`src/rtl/traffic_phase_timer_pkg.sv`:
```
// traffic_phase_timer_pkg: phase codes and duration lookup shared with the light FSM
package traffic_pkg;
  typedef enum logic [1:0] {
    RED        = 2'b00,
    RED_YELLOW = 2'b01,
    GREEN      = 2'b10,
    YELLOW     = 2'b11
  } phase_e;
  localparam logic [1:0] PH_RED        = 2'b00;
  localparam logic [1:0] PH_RED_YELLOW = 2'b01;
  localparam logic [1:0] PH_GREEN      = 2'b10;
  localparam logic [1:0] PH_YELLOW     = 2'b11;
  function automatic int phase_dur(phase_e p, int red_t, int ry_t, int green_t, int yellow_t);
    return p == RED ? red_t : p == RED_YELLOW ? ry_t : p == GREEN ? green_t : yellow_t;
  endfunction
endpackage

```
`src/rtl/traffic_phase_timer.sv`:
```
// traffic_phase_timer: phase sequencer with pedestrian green shortening and flashing-yellow mode
module traffic_phase_timer
  import traffic_pkg::*;
#(
  parameter int CNT_W           = 8,
  parameter int RED_TICKS       = 10,
  parameter int RY_TICKS        = 2,
  parameter int GREEN_TICKS     = 10,
  parameter int GREEN_MIN_TICKS = 4,
  parameter int YELLOW_TICKS    = 3
) (
  input  logic             timer_clk,
  input  logic             rstb,
  input  logic             enable_i,
  input  logic             ped_req_i,
  input  logic             flash_req_i,
  output logic [1:0]       phase_o,
  output logic             advance_o,
  output logic [CNT_W-1:0] remaining_o,
  output logic             ped_pending_o,
  output logic             flash_o,
  output logic             blink_o
);
  if (RED_TICKS < 1 || RY_TICKS < 1 || GREEN_TICKS < 1 || GREEN_MIN_TICKS < 1 || YELLOW_TICKS < 1 ||
      GREEN_MIN_TICKS > GREEN_TICKS ||
      RED_TICKS >= 2**CNT_W || RY_TICKS >= 2**CNT_W || GREEN_TICKS >= 2**CNT_W ||
      GREEN_MIN_TICKS >= 2**CNT_W || YELLOW_TICKS >= 2**CNT_W) begin : g_bad_params
    $fatal(1, "traffic_phase_timer: invalid tick parameters");
  end
  localparam logic [CNT_W-1:0] SHORT_AT = CNT_W'(GREEN_TICKS - GREEN_MIN_TICKS);
  phase_e phase, phase_n, step;
  logic [CNT_W-1:0] rem_n;
  logic adv_n, ped_n, flash_n, blink_n, go;
  function automatic logic [CNT_W-1:0] load(phase_e p);
    return CNT_W'(phase_dur(p, RED_TICKS, RY_TICKS, GREEN_TICKS, YELLOW_TICKS) - 1);
  endfunction
  assign phase_o = phase;
  // next-state: flash entry/hold beats flash exit beats normal counting
  always_comb begin
    phase_n = phase;
    rem_n   = remaining_o;
    adv_n   = 1'b0;
    ped_n   = ped_pending_o;
    flash_n = flash_o;
    blink_n = 1'b0;
    step    = phase_e'(phase + 2'b01);
    go      = remaining_o == '0 || (phase == GREEN && ped_pending_o && remaining_o <= SHORT_AT);
    if (flash_req_i) begin
      phase_n = YELLOW;
      rem_n   = '0;
      adv_n   = !flash_o;
      ped_n   = 1'b0;
      flash_n = 1'b1;
      blink_n = !(flash_o && blink_o);
    end else if (flash_o) begin
      phase_n = RED;
      rem_n   = load(RED);
      adv_n   = 1'b1;
      ped_n   = 1'b0;
      flash_n = 1'b0;
    end else if (enable_i) begin
      ped_n   = ped_pending_o || (ped_req_i && phase != RED);
      phase_n = go ? step : phase;
      rem_n   = go ? load(step) : remaining_o - 1'b1;
      adv_n   = go;
      if (go && step == RED) ped_n = 1'b0;
    end
  end
  // state register with asynchronous reset back to the start of RED
  always_ff @(posedge timer_clk or negedge rstb) begin
    if (!rstb) begin
      phase         <= RED;
      remaining_o   <= load(RED);
      advance_o     <= 1'b0;
      ped_pending_o <= 1'b0;
      flash_o       <= 1'b0;
      blink_o       <= 1'b0;
    end else begin
      phase         <= phase_n;
      remaining_o   <= rem_n;
      advance_o     <= adv_n;
      ped_pending_o <= ped_n;
      flash_o       <= flash_n;
      blink_o       <= blink_n;
    end
  end
endmodule
```
`config.mk`:
```
export PLATFORM = sky130hd
export DESIGN_NAME = traffic_phase_timer
export DESIGN_NICKNAME = d
export VERILOG_FILES = /design/src/rtl/traffic_phase_timer_pkg.sv /design/src/rtl/traffic_phase_timer.sv
export SDC_FILE = /design/constraint.sdc
export NUM_CORES = 1
export LEC_CHECK = 0
export ABC_AREA = 1
export BUFFER_PORTS_ARGS = -buffer_cell sky130_fd_sc_hd__buf_2
export CAP_MARGIN = 20
export CORE_MARGIN = 2
export CORE_UTILIZATION = 51
export DETAILED_ROUTE_END_ITERATION = 12
export GPL_TIMING_DRIVEN = 1
export PLACE_DENSITY_LB_ADDON = 0.08
export SKIP_LAST_GASP = 1
export SYNTH_ARGS = -nofsm -noshare
export SYNTH_HDL_FRONTEND = slang
export SYNTH_SLANG_ARGS = --single-unit
```
`constraint.sdc`:
```
create_clock -name timer_clk -period 2 [get_ports timer_clk]
set_input_delay 0.1 -clock timer_clk [delete_from_list [all_inputs] [get_ports timer_clk]]
set_output_delay 0.1 -clock timer_clk [all_outputs]
set_load 0.05 [all_outputs]
```
Yosys cells after proc, flatten, opt, wreduce, memory -nomap -nowiden
Index checks and enable logic that the tools add are counted.

Latch bits: 0. Output and inout port bits: 14. Bits of input ports: 5. Memory bits (read-only): 0. Memories: 0. Memory bits (writable): 0. Register bits: 14.

Equality and inequality tests: 3. Shifts and indexed selects: 0. Div/mod/pow operators: 0. $lt $le $gt $ge: 1. Multipliers: 0. Bitwise gates (word level): 0. Reductions and logical operators: 15. $add $sub $neg: 3. Mux-type cells: 20.

Operator list (count): 8-bit 2-to-1 mux (4); 4-bit 2-to-1 mux (3); 1-bit 2-to-1 mux (9); 8-bit by 3-bit <= comparator with 1-bit output, second input constant (1); 8-bit zero test (1); 2-bit 2-to-1 mux (4); 8-bit by 1-bit subtractor with 8-bit output, second input constant (1); 3-bit nonzero test (2); 1-bit logical AND (5); 4-bit by 1-bit subtractor with 5-bit output, second input constant (1); 2-bit == test, second input constant (2); 2-bit by 1-bit adder with 2-bit output, second input constant (1); 2-bit by 1-bit == test with 1-bit output, second input constant (1); 1-bit zero test (2); 2-bit zero test (1); 1-bit logical OR (2); 2-bit AND reduction (1); 2-bit nonzero test (1).

Logic depth before layout (Yosys ltp)
Gate-level depths: netlist of run 1.

Word-level depth: 10. Gate-level depth with buffers: 11. Depth with buffers taken out: 11.

Worst setup path after synthesis of run 1
No wires, ideal clock.

Kind: register to register. Start: register remaining_o[0]. End: register remaining_o[4]. Arrival: 1.723 ns. Stages on the path, launching flop included: 11. Data required time: 1.927 ns. Slack: 0.204 ns. Cell sequence: dfstp_2 -> inv_1 -> ha_1 -> nand3b_1 -> nand2_1 -> nand2_1 -> nand2_1 -> nand2_1 -> nand2_4 -> inv_2 -> nor2_1.

Longest elaborated chain between the ends: 7. Elaborated cells on any way between the ends: 9.

Ends and longest elaborated chain: start, declared (RTL line traffic_phase_timer.sv:19) `output logic [CNT_W-1:0] remaining_o,`; start signal, assigned (RTL line traffic_phase_timer.sv:73) `remaining_o <= load(RED);`; start signal, assigned (RTL line traffic_phase_timer.sv:80) `remaining_o <= rem_n;`; 8-bit by 3-bit <= comparator with 1-bit output (RTL line traffic_phase_timer.sv:47) `go = remaining_o == '0 || (phase == GREEN && ped_pending_o && remaining_o <= SHORT_AT);`; 1-bit logical AND (RTL line traffic_phase_timer.sv:47); 1-bit logical OR (RTL line traffic_phase_timer.sv:47); 8-bit 2-to-1 mux (*) (RTL line traffic_phase_timer.sv:64) `rem_n = go ? load(step) : remaining_o - 1'b1;`; 8-bit 2-to-1 mux (*) (RTL line traffic_phase_timer.sv:61) `end else if (enable_i) begin`; 8-bit 2-to-1 mux (*) (RTL line traffic_phase_timer.sv:55) `end else if (flash_o) begin`; 8-bit 2-to-1 mux (*) (RTL line traffic_phase_timer.sv:48) `if (flash_req_i) begin`.

Mark *: on every way between the ends. The rest lies on a longest branch, timed or not. The select of a mux whose other input is x is not followed. A chain may end at the register's enable or synchronous reset.

Worst setup path in the final report of run 1
Start: register remaining_o[0]. End: register remaining_o[6].

The elaborated chain is that of the path after synthesis.

==> results of run 1 <==
## cells by family (layout without fill, tap and decap cells)
| kind of cell | Yosys count | after routing | synth area share |
|---|---|---|---|
| simple gates | 52 | 52 | 0.298 |
| flops | 14 | 14 | 0.431 |
| buf+inv | 13 | 36 | 0.0687 |
| compound gates | 7 | 7 | 0.0473 |
| fa+ha+maj | 6 | 6 | 0.0916 |
| xor+xnor | 6 | 6 | 0.0641 |
## worst paths after layout
check	startpoint	end	slack [ns]	depth (start not counted)
min reg2reg	blink_o	blink_o	0.47	1
max in group asynchronous	rstb	remaining_o[3]	1.48	2
max	remaining_o[0]	remaining_o[6]	0.32	10
min in group asynchronous	rstb	remaining_o[1]	0.23	2
max reg2reg	remaining_o[0]	remaining_o[6]	0.32	10
min	enable_i	remaining_o[1]	0.07	3
## cell type report
cell class | count | area (um2)
sequential | 14 | 353
timing repair buffer | 20 | 110
fill | 128 | 532
inverter | 12 | 45.0
clock buffer | 4 | 36.3
multi-input combinational | 71 | 410
tap | 16 | 20.0
## what timing repair did
action	4_1_cts	5_1_grt
endpoints found under the hold margin	14	1
setup endpoints to repair	0	0
hold buffers	1	1
## Yosys cell counts
cell type / number
a21boi_0: 1
a21oi_1: 3
a31oi_1: 1
buf_6: 1
dfrtp_1: 12
dfstp_2: 2
ha_1: 6
inv_1: 10
inv_2: 2
nand2_1: 23
nand2_4: 1
nand3_1: 5
nand3_2: 1
nand3b_1: 1
nand3b_2: 1
nand4_1: 1
nor2_1: 15
nor2_2: 1
nor3_1: 1
nor3b_2: 1
o21ai_0: 2
or2_1: 1
xor2_1: 6
## power breakdown
part / internal (mW) / switching [mW] / leakage [nW]
Clock: 0.111 / 0.0948 / 0.0210
Sequential: 0.348 / 0.0643 / 0.174
Combinational: 0.186 / 0.442 / 0.350
Total: 0.645 / 0.601 / 0.545
## worst max-delay path: stages, from the launching register on
cell and delay (ns):
dfstp_2 0.56, inv_1 0.08, ha_1 0.19, nand3b_1 0.14, nand2_1 0.07, nand2_1 0.07, nand2_1 0.12, nand2_1 0.10
nand2_4 0.11, inv_2 0.07, nor2_1 0.10
## sequential cells by signal, summed over array words and instances, names as in the netlist
name / flops
ped_pending_o: 1
phase_o: 2
flash_o: 1
blink_o: 1
remaining_o: 8
advance_o: 1
## routing by layer
metal  vias up  share of wire  global-route usage
li1        354              -                   -
met1       311           0.48               0.298
met2        20           0.43               0.250
met3         5          0.056              0.0367
met4         0          0.034               0.145
met5         -              0                   0
==> results.sh, run 1 <==
export IMPL_max_freq_mhz=597
export IMPL_syn_nets=109
export IMPL_synth_area_top_cells="dfrtp_1 37%, nand2_1 11%, ha_1 9.2%"
export IMPL_final_cell_area_um2=975
export IMPL_clock_path_buffers=2
export IMPL_synth_seq_area_share=0.431
export IMPL_cap_violations=0
export IMPL_dr_pass1_iters=4
export IMPL_endpoint_kind="flop"
export IMPL_die_h_um=44.1
export IMPL_dpl_hpwl_um=1160
export IMPL_worst_pin_slew_ns=0.376
export IMPL_layout_common_cells="23 x nand2_1, 18 x buf_2, 15 x nor2_1, 12 x dfrtp_1, 10 x inv_1"
export IMPL_dr_total_vias=690
export IMPL_grt_pass1_vias=580
export IMPL_fin_cells=137
export IMPL_nNetsFinal=133
export IMPL_postSynthAreaPerCell_um2=8.36
export IMPL_initial_core_util=0.544
export IMPL_finish_utilization=0.647
export IMPL_cp_start_kind="flop"
export IMPL_gp_congestion=0.795
export IMPL_maxSlewViolCount=0
export IMPL_min_path_type="in2reg"
export IMPL_drtAntennaViolNets=0
export IMPL_cp_max_fo=7
export IMPL_drcViolationCount=0
export IMPL_arrival_ns=1.90
export IMPL_rsz0062_at_grt="false"
export IMPL_post_cts_buffers=0
export IMPL_antenna_found_initial=0
export IMPL_netlist_area_um2=820
export IMPL_core_area_um2=1510
export IMPL_wire_per_inst_um=11.2
export IMPL_insertion_delay_ns=0.29
export IMPL_place_port_buffers=18
export IMPL_setup_tns_ns=0
export IMPL_dpl_cell_area_um2=918
export IMPL_post_route_min_period_ns=1.68
export IMPL_grt_use_total=0.198
export IMPL_setup_ws_ns=0.324
export IMPL_yosys_area_top_type="dfrtp_1"
export IMPL_maxSlewHeadroom=0.749
export IMPL_die_area_um2=1940
export IMPL_wl_um=1540
export IMPL_avgViaCountPerCell=5.04
export IMPL_finalCritPeriodShare=0.838
export IMPL_path_clk_slew_ns=0.08
export IMPL_syn_inst=98
export IMPL_grt_max_degree=15
export IMPL_cts_buffers_inserted=3
export IMPL_finalHoldViolCount=0
export IMPL_io_pins=19
export IMPL_ys_types=23
export IMPL_skew_ns=0.000312
export IMPL_p_leak_nw=0.545
export IMPL_mostFrequentLayoutCell="nand2_1"
export IMPL_fin_total_pwr_mw=1.25
export IMPL_root_buffer="clkbuf_4"
export IMPL_ctsResizeCount=0
export IMPL_dp_slack_ns=0.331
export IMPL_synth_seq_cells=14
export IMPL_fp_row_count=14
export IMPL_worst_setup_path_type="reg2reg"
export IMPL_cts_tree="built"
export IMPL_h_tree_depth=1
export IMPL_grt_pass1_wl_um=2660
export IMPL_placed_cells=131
export IMPL_drive_above_1_share=0.256
export IMPL_outcome="complete, no violations"
export IMPL_syn2layout_area_growth_pct=18.9
export IMPL_peakVddDrop_mv=0.720
export IMPL_drt_iter0_drc=18
export IMPL_die_w_um=44.1
export IMPL_whs_ns=0.0688
export IMPL_cts_sinks=14
export IMPL_overflow=0
export IMPL_required_ns=2.22
export IMPL_yosysTopAreaCellShare=0.366
export IMPL_power_density_nw_per_um2=1280
export IMPL_diodes=0
export IMPL_setup_viol=0
export IMPL_ys_warn_count=0
(Power assumes the default switching activity.)
==> run 2: changes to the inputs <==
clock period = 1.6 ns   (was 2 ns; I/O delays follow)
==> run 2 against run 1 <==
Compared with the run above: global-route usage is 0.69 points higher; design area is 12% higher; routed wire length is 16% higher; highest routed layer unchanged; non-clock buffer count is 5 higher; sequential share of layout area is 3.9 points lower; first-iteration DRC count is 39% lower; power is 37% higher; count of clock-buffer cells in the layout stayed put; critical path type unchanged; die area stayed put; largest cell class unchanged.
==> results.sh, run 2 (synthesis gave the netlist of run 1 again) <==
export IMPL_outcome="complete, no violations"
export IMPL_finalHoldViolCount=0
export IMPL_die_w_um=44.1
export IMPL_dp_slack_ns=0.0400
export IMPL_max_freq_mhz=637
export IMPL_dr_total_vias=709
export IMPL_worst_setup_path_type="reg2reg"
export IMPL_overflow=0
export IMPL_largest_register="remaining_o"
export IMPL_rsz0062_at_grt="true"
export IMPL_diodes=0
export IMPL_root_buffer="clkbuf_4"
export IMPL_arrival_ns=1.78
export IMPL_nNetsFinal=138
export IMPL_maxSlewHeadroom=0.775
export IMPL_dpl_hpwl_um=1240
export IMPL_insertion_delay_ns=0.28
export IMPL_cts_buffers_inserted=3
export IMPL_final_cell_area_um2=1090
export IMPL_skew_ns=0.0108
export IMPL_initial_core_util=0.544
export IMPL_core_area_um2=1510
export IMPL_die_h_um=44.1
export IMPL_fin_total_pwr_mw=1.71
export IMPL_path_buf_inv=2
export IMPL_grt_pass1_wl_um=2960
export IMPL_nFillCells=123
export IMPL_post_route_min_period_ns=1.57
export IMPL_min_path_type="in2reg"
export IMPL_finalCritPeriodShare=0.981
export IMPL_drt_iter0_drc=11
export IMPL_crit_slowest_cell="dfstp_2"
export IMPL_drtAntennaViolNets=0
export IMPL_drive_above_1_share=0.421
export IMPL_reg2reg_depth=10
export IMPL_dpl_cell_area_um2=943
export IMPL_worst_pin_slew_ns=0.336
export IMPL_cp_start_kind="flop"
export IMPL_h_tree_depth=1
export IMPL_cap_violations=0
export IMPL_avgViaCountPerCell=4.99
export IMPL_cp_max_fo=7
export IMPL_endpoint_kind="flop"
export IMPL_clock_path_buffers=2
export IMPL_die_area_um2=1940
export IMPL_worstSetupPathDepth=10
export IMPL_syn2layout_area_growth_pct=33.4
export IMPL_placed_cells=133
export IMPL_place_port_buffers=18
export IMPL_peakVddDrop_mv=0.855
export IMPL_setup_ws_ns=0.0308
export IMPL_io_pins=19
export IMPL_path_cells="inv_4 > ha_4 > nand3b_1 > nand2_1 > nand2_2 > nand2_4 > nand2_4 > nand2_8 > inv_4 > nor2_2"
export IMPL_fin_cells=142
export IMPL_dr_pass1_iters=4
export IMPL_grt_use_total=0.205
export IMPL_cts_sinks=14
export IMPL_layout_common_cells="18 x nand2_1, 18 x buf_2, 12 x dfrtp_1, 9 x inv_1, 9 x nor2_1"
export IMPL_maxSlewViolCount=0
export IMPL_setup_viol=0
export IMPL_grt_pass1_vias=661
export IMPL_fp_row_count=14
export IMPL_power_density_nw_per_um2=1560
export IMPL_cts_tree="built"
export IMPL_gp_congestion=0.802
export IMPL_grt_max_degree=15
export IMPL_slowest_delay_ns=0.58
export IMPL_worst_path_dominant_cell_family="simple AND/OR/NAND/NOR gates"
export IMPL_wl_um=1780
export IMPL_antenna_found_initial=0
export IMPL_drcViolationCount=0
export IMPL_p_leak_nw=0.583
export IMPL_largest_reg_flops=8
export IMPL_required_ns=1.81
export IMPL_wire_per_inst_um=12.6
export IMPL_path_clk_slew_ns=0.09
export IMPL_min_path_cells=3
## run 2: repair_timing
action / CTS / global route
setup endpoints to repair: 0 / 12
endpoints found under the hold margin: 15 / 0
hold buffers: 2 / 0
setup buffers: 0 / 3
gates resized for setup: 0 / 22
## run 2: area by class of cell
| type | instances | area [um2] | share of cell area |
|---|---|---|---|
| clock buffers | 4 | 36.3 | 0.0332 |
| inverters | 12 | 50.0 | 0.0458 |
| multi-input cells | 71 | 487 | 0.445 |
| flip-flops and latches | 14 | 353 | 0.323 |
| well taps | 16 | 20.0 | 0.0183 |
| repair buffers | 25 | 148 | 0.135 |
## run 2: path summary, 6_finish.rpt
path / startpoint / to / slack [ns]
min reg2reg: blink_o / blink_o / 0.47
max in group asynchronous: rstb / remaining_o[3] / 1.09
min: ped_req_i / ped_pending_o / 0.07
max reg2reg: remaining_o[0] / remaining_o[7] / 0.03
min in group asynchronous: rstb / remaining_o[1] / 0.22
max: remaining_o[0] / remaining_o[7] / 0.03
## run 2: worst reg2reg max path, stage by stage (launching register included)
cell	delay, ns
dfstp_2	0.58
inv_4	0.06
ha_4	0.15
nand3b_1	0.14
nand2_1	0.09
nand2_2	0.09
nand2_4	0.10
nand2_4	0.07
nand2_8	0.10
inv_4	0.06
nor2_2	0.07
## run 2: metal layers
metal	vias to the layer above	track usage	wire length, um
li1	360	-	-
met1	329	0.312	820
met2	18	0.300	874
met3	2	0.0245	74
met4	0	0.0727	14
met5	-	0	0
## run 2: where the power goes
group	internal, mW	switching, mW	total, mW	leakage (nW)
Sequential	0.435	0.0832	0.518	0.174
Clock	0.138	0.113	0.251	0.0210
Combinational	0.297	0.641	0.939	0.389
Total	0.871	0.837	1.71	0.583
## run 2: per-stage QoR
stage	hold WS [ns]	util	TNS, ns
final	0.0741	0.726	0
after global routing	0.104	0.726	-0.531
after CTS	0.0614	0.664	0
after detailed placement	-0.00513	0.626	0
after global placement	-0.00562	0.626	0
after floorplan	-0.216	-	-0.695
